===== src/rtl/bttn_scheduler.sv =====
// Button panel front end: sync + debounce four raw buttons on a shared tick,
// queue presses as commands and offer them round-robin over valid/ready.
module bttn_scheduler #(
    parameter int TICK_MAX    = 50000,
    parameter int DEBOUNCE_MS = 20,
    parameter int LONG_MS     = 5000
) (
    input  logic       clk,
    input  logic       rst_n,
    input  logic [3:0] botones,
    input  logic       cmd_ready,
    output logic       cmd_valid,
    output logic [1:0] cmd_id,
    output logic       btn_rst,
    output logic [3:0] pending,
    output logic       evt_drop,
    output logic       dbg_arb_state
);

    // Handshake: cmd_valid/cmd_id stay stable until the cycle cmd_ready is
    // high (valid & ready on a rising edge = transfer); the only withdrawal
    // of cmd_valid without a transfer is a long-press game reset.

    localparam int TW = (TICK_MAX > 1) ? $clog2(TICK_MAX) : 1;
    localparam int DW = $clog2(DEBOUNCE_MS + 1);
    localparam int HW = $clog2(LONG_MS + 1);

    localparam logic [TW-1:0] TICK_LAST = TW'(TICK_MAX - 1);
    localparam logic [DW-1:0] DB_LAST   = DW'(DEBOUNCE_MS - 1);
    localparam logic [HW-1:0] HOLD_MAX  = HW'(LONG_MS);
    localparam logic [HW-1:0] HOLD_LAST = HW'(LONG_MS - 1);

    typedef enum logic {
        ST_IDLE  = 1'b0,
        ST_OFFER = 1'b1
    } arb_state_e;

    logic [TW-1:0] tick_cnt_q, tick_cnt_d;
    logic          tick;
    logic [3:0]    sync1_q, sync1_d, sync2_q, sync2_d;
    logic [3:0]    db_q, db_d, db_prev_q, db_prev_d;
    logic [DW-1:0] db_cnt_q [4];
    logic [DW-1:0] db_cnt_d [4];
    logic [HW-1:0] hold_q, hold_d;
    logic          long_seen_q, long_seen_d;
    logic          fire;
    logic [3:1]    rise;
    logic          fall0;
    logic [3:0]    set_req, hs_mask;
    logic          hs;
    logic [3:0]    pending_q, pending_d;
    logic          drop_q, drop_d;
    logic          btn_rst_q, btn_rst_d;
    arb_state_e    state_q, state_d;
    logic          valid_q, valid_d;
    logic [1:0]    id_q, id_d;
    logic [1:0]    last_q, last_d;
    logic [1:0]    pick, pick_idx;
    logic          found;

    always_comb begin
        tick       = (tick_cnt_q == TICK_LAST);
        tick_cnt_d = tick ? '0 : tick_cnt_q + TW'(1);
        sync1_d    = botones;
        sync2_d    = sync1_q;
        db_prev_d  = db_q;
    end

    // A level is accepted only after DEBOUNCE_MS consecutive disagreeing ticks.
    always_comb begin
        db_d = db_q;
        for (int i = 0; i < 4; i++) begin
            db_cnt_d[i] = db_cnt_q[i];
            if (tick) begin
                if (sync2_q[i] != db_q[i]) begin
                    if (db_cnt_q[i] == DB_LAST) begin
                        db_d[i]     = ~db_q[i];
                        db_cnt_d[i] = '0;
                    end else begin
                        db_cnt_d[i] = db_cnt_q[i] + DW'(1);
                    end
                end else begin
                    db_cnt_d[i] = '0;
                end
            end
        end
    end

    always_comb begin
        rise  = db_q[3:1] & ~db_prev_q[3:1];
        fall0 = db_prev_q[0] & ~db_q[0];
    end

    // Hold counter saturates at LONG_MS so the reset fires once per hold.
    always_comb begin
        hold_d      = hold_q;
        fire        = 1'b0;
        long_seen_d = long_seen_q;
        if (!db_q[0]) begin
            hold_d = '0;
        end else if (tick && (hold_q != HOLD_MAX)) begin
            hold_d = hold_q + HW'(1);
            fire   = (hold_q == HOLD_LAST);
        end
        if (fire) begin
            long_seen_d = 1'b1;
        end
        if (fall0) begin
            long_seen_d = 1'b0;
        end
        btn_rst_d = fire;
    end

    always_comb begin
        set_req   = {rise, fall0 & ~long_seen_q};
        hs        = valid_q & cmd_ready;
        hs_mask   = hs ? (4'b0001 << id_q) : 4'b0000;
        pending_d = pending_q & ~hs_mask;
        drop_d    = 1'b0;
        if (fire) begin
            pending_d = 4'b0000;
        end else begin
            pending_d = pending_d | set_req;
            // A press landing on the bit being handed over this cycle is a new command.
            drop_d    = |(set_req & pending_q & ~hs_mask);
        end
    end

    always_comb begin
        pick     = last_q;
        found    = 1'b0;
        pick_idx = last_q;
        for (int k = 1; k <= 4; k++) begin
            pick_idx = last_q + 2'(k);
            if (!found && pending_q[pick_idx]) begin
                pick  = pick_idx;
                found = 1'b1;
            end
        end
    end

    always_comb begin
        state_d = state_q;
        valid_d = valid_q;
        id_d    = id_q;
        last_d  = last_q;
        case (state_q)
            ST_IDLE: begin
                if (!fire && (pending_q != 4'b0000)) begin
                    id_d    = pick;
                    valid_d = 1'b1;
                    state_d = ST_OFFER;
                end
            end
            ST_OFFER: begin
                if (hs) begin
                    last_d = id_q;
                end
                if (hs || fire) begin
                    valid_d = 1'b0;
                    state_d = ST_IDLE;
                end
            end
            default: begin
                state_d = ST_IDLE;
                valid_d = 1'b0;
            end
        endcase
    end

    always_ff @(posedge clk or negedge rst_n) begin
        if (!rst_n) begin
            tick_cnt_q  <= '0;
            sync1_q     <= 4'b0000;
            sync2_q     <= 4'b0000;
            db_q        <= 4'b0000;
            db_prev_q   <= 4'b0000;
            for (int i = 0; i < 4; i++) begin
                db_cnt_q[i] <= '0;
            end
            hold_q      <= '0;
            long_seen_q <= 1'b0;
            pending_q   <= 4'b0000;
            drop_q      <= 1'b0;
            btn_rst_q   <= 1'b0;
            state_q     <= ST_IDLE;
            valid_q     <= 1'b0;
            id_q        <= 2'd0;
            last_q      <= 2'd3;
        end else begin
            tick_cnt_q  <= tick_cnt_d;
            sync1_q     <= sync1_d;
            sync2_q     <= sync2_d;
            db_q        <= db_d;
            db_prev_q   <= db_prev_d;
            db_cnt_q    <= db_cnt_d;
            hold_q      <= hold_d;
            long_seen_q <= long_seen_d;
            pending_q   <= pending_d;
            drop_q      <= drop_d;
            btn_rst_q   <= btn_rst_d;
            state_q     <= state_d;
            valid_q     <= valid_d;
            id_q        <= id_d;
            last_q      <= last_d;
        end
    end

    assign cmd_valid     = valid_q;
    assign cmd_id        = id_q;
    assign btn_rst       = btn_rst_q;
    assign pending       = pending_q;
    assign evt_drop      = drop_q;
    assign dbg_arb_state = state_q;

endmodule


===== config.mk =====
export PLATFORM = sky130hd
export DESIGN_NAME = bttn_scheduler
export DESIGN_NICKNAME = d
export VERILOG_FILES = /design/src/rtl/bttn_scheduler.sv
export SDC_FILE = /design/constraint.sdc
export NUM_CORES = 1
export LEC_CHECK = 0
export CAP_MARGIN = 20
export CORE_MARGIN = 2
export CORE_UTILIZATION = 40
export DETAILED_ROUTE_END_ITERATION = 10
export PLACE_DENSITY_LB_ADDON = 0.3
export SLEW_MARGIN = 20
export SYNTH_ARGS = -nofsm -noshare
export SYNTH_HDL_FRONTEND = slang
export SYNTH_SLANG_ARGS = --single-unit
export TNS_END_PERCENT = 30

===== constraint.sdc =====
create_clock -name clk -period 5.1 [get_ports clk]
set_input_delay 1.02 -clock clk [delete_from_list [all_inputs] [get_ports clk]]
set_output_delay 1.02 -clock clk [all_outputs]
set_load 0.005 [all_outputs]

# Yosys cells after proc, flatten, opt, wreduce, memory -nomap -nowiden
# Cells that the tools add are included.
totals:
  ff_bits: 78
  latchBits: 0
  mem_bits_rw: 0
  rom_bits: 0
  inputBits: 7
  out_inout_bits: 10
  n_memories: 0
op_classes:
  n_addsub: 9
  n_mul: 0
  div_mod_pow: 0
  magnitude_cmp: 4
  eq_ne: 14
  n_shift: 1
  n_mux: 39
  bitwise: 16
  reduce_logical: 20
ops:
  columns: ["operator", "count"]
  rows:
  - ["2-to-1 mux 5 bit", 8]
  - ["2-to-1 mux 13 bit", 2]
  - ["adder 5 x 1 -> 5 bit (second input constant)", 4]
  - ["== test 5 bit (second input constant)", 4]
  - ["adder 16 x 1 -> 16 bit (second input constant)", 1]
  - ["== test 16 bit (second input constant)", 1]
  - ["2-to-1 mux 1 bit", 16]
  - ["2-to-1 mux 16 bit", 1]
  - ["adder 13 x 1 -> 13 bit (second input constant)", 1]
  - ["== test 13 bit (second input constant)", 1]
  - ["inequality test 13 bit (second input constant)", 1]
  - ["AND 4 bit", 3]
  - ["less-than comparator 2 x 3 -> 1 bit (second input constant)", 4]
  - ["AND reduction 3 bit", 4]
  - ["binary-select mux 1 bit (select 2 bit)", 4]
  - ["2-to-1 mux 2 bit", 4]
  - ["2-to-1 mux 4 bit", 2]
  - ["NOT 1 bit", 6]
  - ["AND reduction 2 bit", 3]
  - ["logical AND 1 bit", 5]
  - ["adder 2 bit (second input constant)", 2]
  - ["logical NOT 1 bit", 4]
  - ["inequality test 1 bit", 4]
  - ["inequality test 2 x 1 -> 1 bit (second input constant)", 2]
  - ["13 further kinds", 16]

# Longest topological paths before layout
# Gate-level depths: netlist of the first run.
logic_depth:
  ltp_word: 13
  ltp_mapped: 7

# Least setup slack after synthesis of the first run
# No wires, ideal clock.
synth_timing:
  path_type: "register to register"
  startpoint: "reg tick_cnt_q[0]"
  endpoint: "reg id_q[0], in the netlist cmd_id[0]"
  t_arrival_ns: 1.737
  required_ns: 4.975
  setup_slack_ns: 3.238
  stages_incl_launch_ff: 7
  period_less_slack_ns: 1.862
  path_cell_list: "dfrtp_1 > ha_1 > nand3_1 > nand4b_2 > buf_6 > o21ai_0 > mux2_2"
synth_between:
  elab_chain_cells: 7
synth_rtl:
  columns: ["element", "line_no", "text"]
  rows:
  - ["start: declaration", "38", "logic [TW-1:0] tick_cnt_q, tick_cnt_d;"]
  - ["start signal: assignment", "191", "tick_cnt_q <= tick_cnt_d;"]
  - ["== test 16 bit", "62", "tick = (tick_cnt_q == TICK_LAST);"]
  - ["logical AND 1 bit", "101", "end else if (tick && (hold_q != HOLD_MAX)) begin"]
  - ["2-to-1 mux 1 bit", "101", null]
  - ["2-to-1 mux 1 bit", "99", "if (!db_q[0]) begin"]
  - ["logical NOT 1 bit", "149", "if (!fire && (pending_q != 4'b0000)) begin"]
  - ["logical AND 1 bit", "149", null]
  - ["AND reduction 2 bit (no source line)", null, null]
  - ["end signal: assignment", "204", "id_q <= id_d;"]
  - ["end: declaration", "56", "logic [1:0] id_q, id_d;"]
# Every way passes these cells.
# A chain may end at the register's enable or synchronous reset.

# Final worst setup path of the first run
layout_timing:
  startpoint: "reg id_q[0], in the netlist cmd_id[0]"
  endpoint: "out cmd_id[0]"
layout_lines:
  columns: ["element", "line_no", "text"]
  rows:
  - ["end: declaration", "13", "output logic [1:0] cmd_id,"]
# No word-level cell between the ends.

==> impl.org, run 1 <==
** Outcome
- Result of the run :: completed

** Route
- In the routed design, unresolved DRC markers number 0.
- Number of design-rule violations left by the first detailed-router iteration :: 96
- The first detailed-routing pass ran for 4 iterations.
- Residual antenna-violating net count after detailed routing :: 0
- Drt via density :: ~5.6
- Across all layers, the routed design uses roughly 2,800 vias.
- After detailed routing, the total wire length is ~7000 um.
- Dividing the detail-routed wire length by the instance count gives 13.9 um.

** Global routing
- GRT Overall Usage :: 0.144
- The first global-routing pass estimated ~12,000 um of wire.
- Overflow left after global routing :: 0
- Initial antenna violation count :: 0
- Entering global routing, the biggest net connects 79 pins.
- The via count of the first global-routing pass was 2,583.

** Yosys
- Top post-synthesis cells by count :: sky130_fd_sc_hd__dfrtp_1 (76), sky130_fd_sc_hd__nand2_1 (31), sky130_fd_sc_hd__o21ai_0 (29)
- EDFF count, synth :: 0
- The most used flip-flop cell after synthesis is sky130_fd_sc_hd__dfrtp_1.
- Avg Cell Area, Syn :: between 10 and 15 um2
- Nets in the synthesized netlist :: 380
- For this run, asynchronously set or reset flops after synthesis account for 1.00.
- Post-synthesis sequential area ratio :: 0.519
- Post-synth top area share :: 0.505
- In this run the cell area of the synthesized design comes to about 0.0038 mm2.
- In the post-synthesis netlist, the cell with the most instances is sky130_fd_sc_hd__dfrtp_1.
- Biggest area contributors in the synthesized netlist :: sky130_fd_sc_hd__dfrtp_1 (51%), sky130_fd_sc_hd__o21ai_0 (3.9%), sky130_fd_sc_hd__nand2_1 (3.1%)
- Mapped Cells :: about 370
- Yosys printed 0 warnings.
- The number of different library cells used by synthesis comes to 51.
- Post-synthesis register bit count :: 78
- sky130_fd_sc_hd__dfrtp_1 takes more of the synthesized area than any other cell.

** Die
- Row count :: 35
- The die covers approximately 0.010 mm2.
- I/O pins :: 17
- The die is 101 um tall.
- Width of the die :: around 100 um
- The total area inside the core boundary comes to ~0.0092 mm2.
- The initial utilization of the core area, before any placement, comes to 0.409.

** STA
- Max-slew violation total from the final report :: 0
- At the pin with the least slew margin, the transition time is roughly 0.95 ns.
- Setup slack after layout :: ~2.7 ns
- Summed over all failing endpoints, the final setup total negative slack is 0 ns.
- On the final layout, the worst hold slack is approximately 0.35 ns.
- Dividing the final minimum period by the clock period gives 0.472.
- Setup repair after global routing left no endpoint under its margin.
- Between clock sinks in the finished design, the worst skew comes to between 0.009 and 0.01 ns.
- Headroom to the max-slew limit came out at 0.364.
- Final hold violation count :: 0
- Minimum clock period :: 2.41 ns
- # setup viols final :: 0
- Max Clock Freq :: 0.415 GHz

** CTS
- Clock latency of the later-clocked register in the worst-skew pair :: around 0.34 ns
- The number of gates resized after CTS was 0.
- For this design, the sink count on the clock tree is just under 80.
- For this design, the CTS-stage hold fixing added 0 buffers.
- Total clock buffers created by CTS :: 9
- Register clock-pin slew on the reported worst setup and hold paths :: roughly 0.080 ns
- The longest clock path from root to sink contains 2 buffers.
- Buffer type at the clock tree root :: sky130_fd_sc_hd__clkbuf_8
- Post-CTS setup buffer count :: 0
- TritonCTS clock tree :: done
- The H-tree was split into 3 levels.

** Power
- Pint :: just over 0.9 mW
- The analysis attributes to net switching a power of ~0.27 mW.
- Areal power density over the cells :: around 280 mW/mm2
- The share of total power dissipated in the clock network is 0.393.
- Sequential cell fraction of total power :: 0.554
- Of the total power, the share spent switching nets is 0.224.
- Across the VDD grid, the largest voltage drop is approximately 0.00014 V.
- The analysis attributes to cell leakage a power of around 1.8 nW.
- The share of total power dissipated in combinational logic is 0.053.

** Final layout
- Nets@finish :: 399
- Synth-to-Final Area Change :: 12.3%
- Number of filler cells placed in the layout :: approximately 860
- With fillers left out, the area of the finished cells amounts to between 0.004 and 0.005 mm2.
- Proportion of layout cells with a drive suffix above 1 :: 0.100
- Measured on the finished design, the core utilization comes to 0.460.
- Antenna Cells :: 0
- Multi-input gate area :: ~0.0017 mm2
- FF+latch area :: just under 0.002 mm2

** Setup path
- Data on the critical path arrives at its endpoint at ~1.4 ns.
- The slowest stage of the critical path is the sky130_fd_sc_hd__clkdlybuf4s50_1 cell.
- Sequence of cells on the critical path :: clkdlybuf4s50_1
- STA classifies the critical path startpoint as a register.
- Along the worst path, the maximum fanout reaches 9.
- Critical path endpoint category :: output pin
- Slowest cell delay on critical path :: around 0.56 ns
- Across all register-to-register paths, the minimum setup slack is ~2.9 ns.
- Data required time at the worst endpoint :: 4.08 ns
- Worst setup path class :: register to output pin
- Critical path's top delay family :: buffers and inverters
- Counting both buffers and inverters, the worst setup path holds a total of 1.

** Placement
- HPWL after detailed placement :: 4510 um
- Port buffering added 16 buffers.
- At the end of routability-driven placement, the weighted congestion stood at ~0.80.
- In this run the cell area measured after placement is 0.00403 mm2.
- Timing analysis after detailed placement gives a worst setup slack of 2.76 ns.

** Worst hold path
- The path class of the tightest hold or removal check is register to register.

** Flow run
- Max-cap violations in this run came to 0.
## path summary, 6_finish.rpt
path,startpoint,endpoint,cells after the start
setup / recovery,cmd_id[0],cmd_id[0],1
hold / removal,sync1_q[3],sync2_q[3],0
setup reg to reg,tick_cnt_q[0],cmd_id[0],6
hold reg to reg,sync1_q[3],sync2_q[3],0
max in group asynchronous,rst_n,hold_q[10],1
min in group asynchronous,rst_n,sync1_q[0],1
## kinds of logic after synthesis
family	synth area share
AO/OA/AOI/OAI	0.143
XOR/XNOR	0.0396
flip-flops	0.519
buffers and inverters	0.0236
adder cells (fa/ha/maj)	0.0233
multiplexers	0.0239
AND/OR/NAND/NOR	0.227
## power by group through the flow
stage               registers [mW]  logic, mW  clock network, mW
CTS                          0.659     0.0647              0.483
finish                       0.659     0.0628              0.467
global placement             0.670     0.0635                  0
global route                 0.662     0.0710              0.509
detailed placement           0.672     0.0646                  0
floorplan                    0.662     0.0337                  0
## registers in the layout (all words and copies together), names as in the netlist
signal and flops:
db_cnt_q 20, tick_cnt_q 16, hold_q 13, db_prev_d 4, db_prev_q 4, pending 4
sync1_q 4, sync2_q 4, cmd_id 2, last_q 2, btn_rst 1, cmd_valid 1
dbg_arb_state 1, evt_drop 1, long_seen_q 1
## layout by cell type (no fill, tap or decap), drive strengths merged, types with 5 or more instances in the layout
cell type and count:
dfrtp 76, nand2 31, o21ai 29, a21oi 23
nand3 22, nor2 20, clkdlybuf4s50 15, clkbuf 12
inv 11, nand4 11, xor2 10, nand2b 9
or4 8, mux2 8, nor2b 7, xnor2 7
o31ai 7, ha 7, nor4 5, or2 5
a22o 5
## layout make-up
type	count	share of cell area
Clock inverter	4	0.0107
Multi-Input combinational cell	267	0.407
Tap cell	111	0.0329
Clock buffer	12	0.0367
Inverter	11	0.00977
Timing Repair Buffer	18	0.0409
Sequential cell	78	0.462
## per-stage QoR
step / instances / power, mW
detailed placement: 485 / 0.736
finish: 501 / 1.19
global route: 501 / 1.24
global placement: 485 / 0.734
CTS: 501 / 1.21
floorplan: 366 / 0.695
## per-layer routing
metal  track usage  vias to the layer above  share of wire
met5             0                        -              0
met4        0.0655                        0          0.019
met3        0.0270                       12          0.023
met2         0.232                       36           0.46
met1         0.188                     1360           0.50
li1              -                     1386              -
Power figures use the tool's default switching activity.
==> run 2: changes to the inputs <==
clock period = 2.1 ns   (was 5.1 ns; I/O delays follow)
==> run 2 against run 1 <==
  * Utilization up 1.2 points
  * Count of clock-buffer cells in the layout down 1
  * Global-route usage up 1.0 points
  * Non-clock buffer count up 9
  * Clock skew up 0.0020 ns
  * Largest power group unchanged
==> impl.org, run 2 (same netlist as run 1, synthesis figures left out) <==
** Placement
- Total of buffers placed on input and output ports :: 16
- Once placement completed, the tool counted placed cells totaling roughly 490.
- At the end of routability-driven placement, the weighted congestion stood at 0.826.
- HPWL after detailed placement :: a little under 5000 um

** Setup path
- Critical path endpoint category :: register
- Startpoint kind of the worst setup timing path :: register
- For flop-to-flop paths, the worst setup slack is about 0.2 ns.
- Worst setup path class :: register to register
- Data on the critical path is required at its endpoint by roughly 2.3 ns.
- Endpoint arrival time on the critical path :: approximately 2.1 ns
- Along the worst path, the maximum fanout reaches 50.

** CTS
- After clock tree synthesis, the clock-pin slew on the worst setup and hold paths is 0.08 ns.
- Max Root-Sink Buffers :: 2
- Total clock buffers created by CTS :: 9
- TritonCTS built the clock tree.
- Once the clock tree was built, the setup fixing pass inserted 0 buffers.
- The cell sitting at the root of the clock tree is a sky130_fd_sc_hd__clkbuf_8.
- The clock drives between 70 and 80 sinks.
- Clock latency of the later-clocked register in the worst-skew pair :: between 0.3 and 0.4 ns
- Max H-tree Level :: 3

** STA
- Setup violations remaining at the end of the flow were counted as 0.
- Headroom to the max-slew limit came out at 0.615.
- Minimum clock period :: around 1.9 ns
- Final hold violation count :: 0
- For the final routed database, the setup TNS stands at 0 ns.
- Unrepaired setup endpoints after global routing :: no
- On the final layout, the worst clock skew is 0.0112 ns.
- Post-Route Hold Slack :: about 0.35 ns
- Dividing the final minimum period by the clock period gives 0.907.
- Based on the critical path, the design can be clocked at up to ~0.52 GHz.
- The number of slew-limit violations in the final report came to 0.
- Transition time of the tightest slew-check pin :: 0.569 ns

** Final layout
- Final Core Density :: 0.471
- More flip-flops sit in one register than any other, and that register is db_cnt_q.
- Nets@finish :: 408
- Antenna Cells :: 0
- Most frequent standard cell in the layout excluding fill and tap cells :: sky130_fd_sc_hd__dfrtp_1
- Of the cells placed in the final design, the portion with a size suffix greater than 1 is 0.118.
- Synth-to-Final Area Change :: 15.2%
- Number of filler cells placed in the layout :: ~860
- Non-filler instance count after layout :: between 500 and 600
- Commonest cells after routing, fill and taps aside :: sky130_fd_sc_hd__dfrtp_1 (76), sky130_fd_sc_hd__nand2_1 (31), sky130_fd_sc_hd__o21ai_0 (29)
- Number of flip-flops in the largest register :: 20
- The largest registers in the layout are db_cnt_q: 20 flops, tick_cnt_q: 16 flops, hold_q: 13 flops.

** Route
- Number of design-rule violations left by the first detailed-router iteration :: 82
- For this run, design rule violations remaining after detail routing come to 0.
- The first detailed-routing pass ran for 4 iterations.
- Dividing the detail-routed via count by the number of cells gives ~5.6.
- For this block, the via count after detailed routing is about 2,800.
- In this run the remaining antenna-violating nets after routing total 0.
- Summed over all layers, the routed wires come to 7150 um.
- In the final routed layout, each cell accounts on average for about 14 um.

** Power
- Leak pwr :: between 1.5 and 2 nW
- Total power for the finished layout comes to 2.96 mW.
- Largest voltage drop on the vdd net :: 0.000300 V
- Areal power density over the cells :: around 700 mW/mm2

** Global routing
- In the global route stage, overall resource usage came out at 0.154.
- The total overflow left after global routing is 0.
- The first global-routing pass estimated 12,600 um of wire.
- Via count of the first global-routing pass :: approximately 2,700
- The initial antenna violation count is 0.
- Entering global routing, the biggest net connects between 50 and 60 pins.

** Die
- Starting utilization of the core area :: 0.409
- During I/O placement, the number of pins put on the boundary was 17.
- The floorplan step defined a die boundary enclosing 0.0102 mm2.
- Row count :: 35
- The floorplan step defined a core boundary enclosing 0.00920 mm2.
- Width of the die :: 101 um
- Height of the die :: a little over 100 um

** Worst hold path
- The min-delay analysis places its worst path in the category register to register.

** Flow run
- Max Cap Violations :: 0

** Outcome
- The flow ran to the end, and the final reports show no timing, DRC or antenna violations.
-- run 2: repair_timing --
| action | in CTS | in global routing |
|---|---|---|
| endpoints found under the setup margin | 0 | 2 |
| resized for setup | 0 | 1 |
| hold buffers | 1 | 0 |
| endpoints found under the hold margin | 24 | 0 |
-- run 2: cell type report --
| type | count | area [um2] | area share |
|---|---|---|---|
| clock buffer | 11 | 131 | 0.0303 |
| clock inverter | 5 | 75.1 | 0.0173 |
| inverter | 11 | 41.3 | 0.00953 |
| multi-input combinational | 267 | 1730 | 0.398 |
| sequential | 78 | 1950 | 0.451 |
| tap | 111 | 139 | 0.0320 |
| timing repair buffer | 27 | 268 | 0.0618 |
-- run 2: power by group --
part	switching, mW	total (mW)	internal (mW)
logic	0.0695	0.161	0.0912
clock network	0.533	1.20	0.664
registers	0.0624	1.61	1.54
total	0.665	2.96	2.30
-- run 2: path summary, 6_finish.rpt --
path                                     from          to  depth (start not counted)
worst min register to register     sync1_q[2]  sync2_q[2]                          0
max in group asynchronous               rst_n   last_q[0]                          3
worst max register to register  tick_cnt_q[7]   cmd_id[1]                          5
worst max-delay path            tick_cnt_q[7]   cmd_id[1]                          5
worst min-delay path               sync1_q[2]  sync2_q[2]                          0
min in group asynchronous               rst_n  sync2_q[0]                          2
-- run 2: per-stage QoR --
stage | setup WS (ns) | instance area (um2)
after floorplan | 0.238 | 3760
after detailed placement | 0.201 | 4110
after global routing | 0.0711 | 4330
final | 0.195 | 4330
after global placement | 0.215 | 4110
after CTS | 0.190 | 4330
-- run 2: layer usage --
layer / wire length, um / GRT usage
met5: 0 / 0
met4: 125 / 0.0603
met3: 198 / 0.0361
met2: 3280 / 0.243
met1: 3550 / 0.206
-- run 2: critical path, stage by stage (launching register included) --
cell                       delay (ns)
sky130_fd_sc_hd__dfrtp_1         0.44
sky130_fd_sc_hd__nor4b_4         0.30
sky130_fd_sc_hd__nand4b_2        0.16
sky130_fd_sc_hd__buf_12          0.20
sky130_fd_sc_hd__o21ai_0         0.29
sky130_fd_sc_hd__mux2_2          0.37
==> run 3: changes to the inputs <==
clock period = 1.89 ns   (was 2.1 ns; I/O delays follow)
==> run 3 against run 2 <==
  * The run now ends with hold timing left
  * Die area stayed put
  * First-iteration DRC count is 52% higher
  * Sequential share of layout area is 2.2 points lower
  * Maximum frequency is 2.1% higher
  * Worst hold slack worse by 0.36 ns
  * Global-route usage hardly changed
  * Sequential cell count stayed put
  * Setup slack worse by 0.17 ns
  * Clock skew is 0.0022 ns higher
  * Total power is 8.8% higher
  * Non-clock buffer count is 22 higher
  * Via count is 3.4% higher
  * Critical path type unchanged
  * Highest routed layer unchanged
==> impl.org, run 3 (same netlist as run 1, synthesis figures left out) <==
** STA
- Clock skew on the completed layout was measured at ~0.013 ns.
- Minimum clock period :: about 1.9 ns
- Transition time of the tightest slew-check pin :: approximately 0.51 ns
- Across all hold checks on the routed design, the worst slack comes to -0.00596 ns.
- After routing, the total negative slack on setup checks comes to 0 ns.
- The number of hold violations in the final report came to 2.
- The worst pin sits at a relative slew slack of 0.662.
- Max Clock Freq :: 0.536 GHz
- Portion of the clock cycle consumed by the worst path in the final layout :: 0.987
- Setup repair after global routing could not meet its margin everywhere.
- # setup viols final :: 0
- The number of slew-limit violations in the final report came to 0.

** CTS
- Register clock-pin slew on the reported worst setup and hold paths :: ~0.080 ns
- The number of hold buffers added after CTS was 0.
- Clock sink total :: 78
- The clock reaches the later pin of the worst-skew pair after between 0.3 and 0.4 ns.
- TritonCTS built the clock tree.
- In this run the clock root is driven by a sky130_fd_sc_hd__clkbuf_8.
- Max H-tree Level :: 3
- The clock passes through at most 2 buffers.
- The number of clock buffers added by TritonCTS is 9.

** Global routing
- Initial antenna violation count :: 0
- Entering global routing, the biggest net connects 40 pins.
- Via count of the first global-routing pass :: about 2,700
- Global routing finished with a remaining overflow of 0.
- Across every metal layer, demand over resource in global routing totals 0.154.
- First-pass GRT wire length :: about 12,000 um

** Setup path
- CP Max Fanout :: 19
- Worst-path cell with the longest stage delay :: sky130_fd_sc_hd__or4_1
- Critical path endpoint category :: register
- STA classifies the critical path startpoint as a register.
- Endpoint arrival time on the critical path :: 2.14 ns
- At the worst endpoint, the required time is roughly 2.2 ns.
- Sequence of cells on the critical path :: nor4b_4 > nand4b_4 > buf_12 > or4_1 > a21oi_2
- Worst setup path class :: register to register
- Slowest cell delay on critical path :: roughly 0.52 ns
- Together, buffers and inverters on the worst path number 1.
- Critical path's top delay family :: simple AND/OR/NAND/NOR gates

** Flow run
- Max Cap Violations :: 0

** Worst hold path
- Worst Hold Class :: primary input to asynchronous set/reset pin

** Final layout
- The largest registers in the layout are db_cnt_q: 20 flops, tick_cnt_q: 16 flops, hold_q: 13 flops.
- 0 antenna diodes ended up in the layout.
- Nets@finish :: 430
- Synth-to-Final Area Change :: 21.1%
- Final Core Density :: 0.495
- In the final layout, the share of cells above drive strength 1 is 0.178.
- The register with the most flip-flops in the layout has 20 of them.
- Top register by number of flip-flops :: db_cnt_q
- Commonest cells after routing, fill and taps aside :: sky130_fd_sc_hd__dfrtp_1 (76), sky130_fd_sc_hd__nand2_1 (31), sky130_fd_sc_hd__buf_4 (31)
- Leaving out fill and tap cells, the most frequent cell in the layout is sky130_fd_sc_hd__dfrtp_1.

** Placement
- Summed over all nets, the half-perimeter wirelength after detailed placement is ~5100 um.
- Total of buffers placed on input and output ports :: 16
- Routability-driven placement finished with a final weighted congestion of ~0.8.

** Route
- The routed design has between 7000 and 8000 um of wire.
- First drt pass iteration count :: 4
- Via count :: a little under 3,000
- Wire per inst :: roughly 14 um
- DR DRC count :: 0
- Using the TritonRoute via totals, the vias-per-cell ratio works out to ~5.5.
- Number of design-rule violations left by the first detailed-router iteration :: around 130
- The detail route stage leaves a number of antenna-violating nets equal to 0.

** Outcome
- The checks that failed: hold timing.
- Result of the run :: finished, violations left

** Die
- Starting utilization of the core area :: 0.409
- Width of the die :: a little over 100 um
- CORE AREA :: between 0.009 and 0.01 mm2
- 17 I/O pins were placed.
- Row generation in the floorplan step produced 35 rows.
- Height of the die :: approximately 100 um
- Die ar. :: 0.0102 mm2

** Power
- Areal power density over the cells :: between 700 and 800 mW/mm2
- The analysis attributes to cell leakage a power of between 1.5 and 2 nW.
- Largest voltage drop on the vdd net :: 0.000319 V
==> run 3: changes by cell type in the layout (fill, tap and decap cells not counted), moves of 2 or more <==
| cell | change |
|---|---|
| sky130_fd_sc_hd__buf_4 | +22 |
| sky130_fd_sc_hd__nor4_1 | -3 |
| sky130_fd_sc_hd__clkbuf_8 | +2 |
| sky130_fd_sc_hd__clkinv_2 | -2 |
| sky130_fd_sc_hd__nor4_2 | +2 |
==> run 3: worst paths after layout <==
check	startpoint	slack (ns)	endpoint	cells after the start
hold / removal	rst_n	-0.006	hold_q[3]	1
max in group asynchronous	rst_n	1.33	last_q[1]	2
min in group clk	sync1_q[2]	0.35	sync2_q[2]	0
hold reg to reg	sync1_q[2]	0.35	sync2_q[2]	0
setup / recovery	tick_cnt_q[7]	0.02	hold_q[7]	5
setup reg to reg	tick_cnt_q[7]	0.02	hold_q[7]	5
==> run 3: layout make-up <==
cell class	count	area, um2
Inverter	11	41.3
Sequential cell	78	1950
Multi-Input combinational cell	267	1770
Fill cell	826	4640
Clock buffer	13	159
Tap cell	111	139
Timing Repair Buffer	49	448
Clock inverter	3	42.5
==> run 3: where the power goes <==
part           switching (mW)  internal (mW)  total [mW]
Combinational          0.0780          0.101       0.179
Clock                   0.580          0.682        1.26
Sequential             0.0676           1.72        1.78
==> run 3: what timing repair did <==
action | 4_1_cts | 5_1_grt
gates resized for setup | 0 | 9
buffers inserted | 0 | 1
setup endpoints to repair | 0 | 13
==> run 3: layer usage <==
layer | wire, um | vias up | global-route usage
met2 | 3570 | 35 | 0.250
met3 | 218 | 9 | 0.0340
met4 | 103 | 0 | 0.0634
met5 | 0 | - | 0
met1 | 3530 | 1444 | 0.201
li1 | - | 1452 | -
==> run 3: per-stage QoR <==
step                instances  hold slack (ns)  setup WS, ns  power [mW]  cell area, um2
global route              532           0.0145       -0.0412        3.37            4550
global placement          514            0.334        0.0700        1.99            4270
CTS                       530          0.00906        0.0138        3.26            4470
floorplan                 366           0.0824        0.0284        1.88            3760
detailed placement        514            0.336        0.0267        2.00            4270
finish                    532         -0.00596        0.0242        3.22            4550
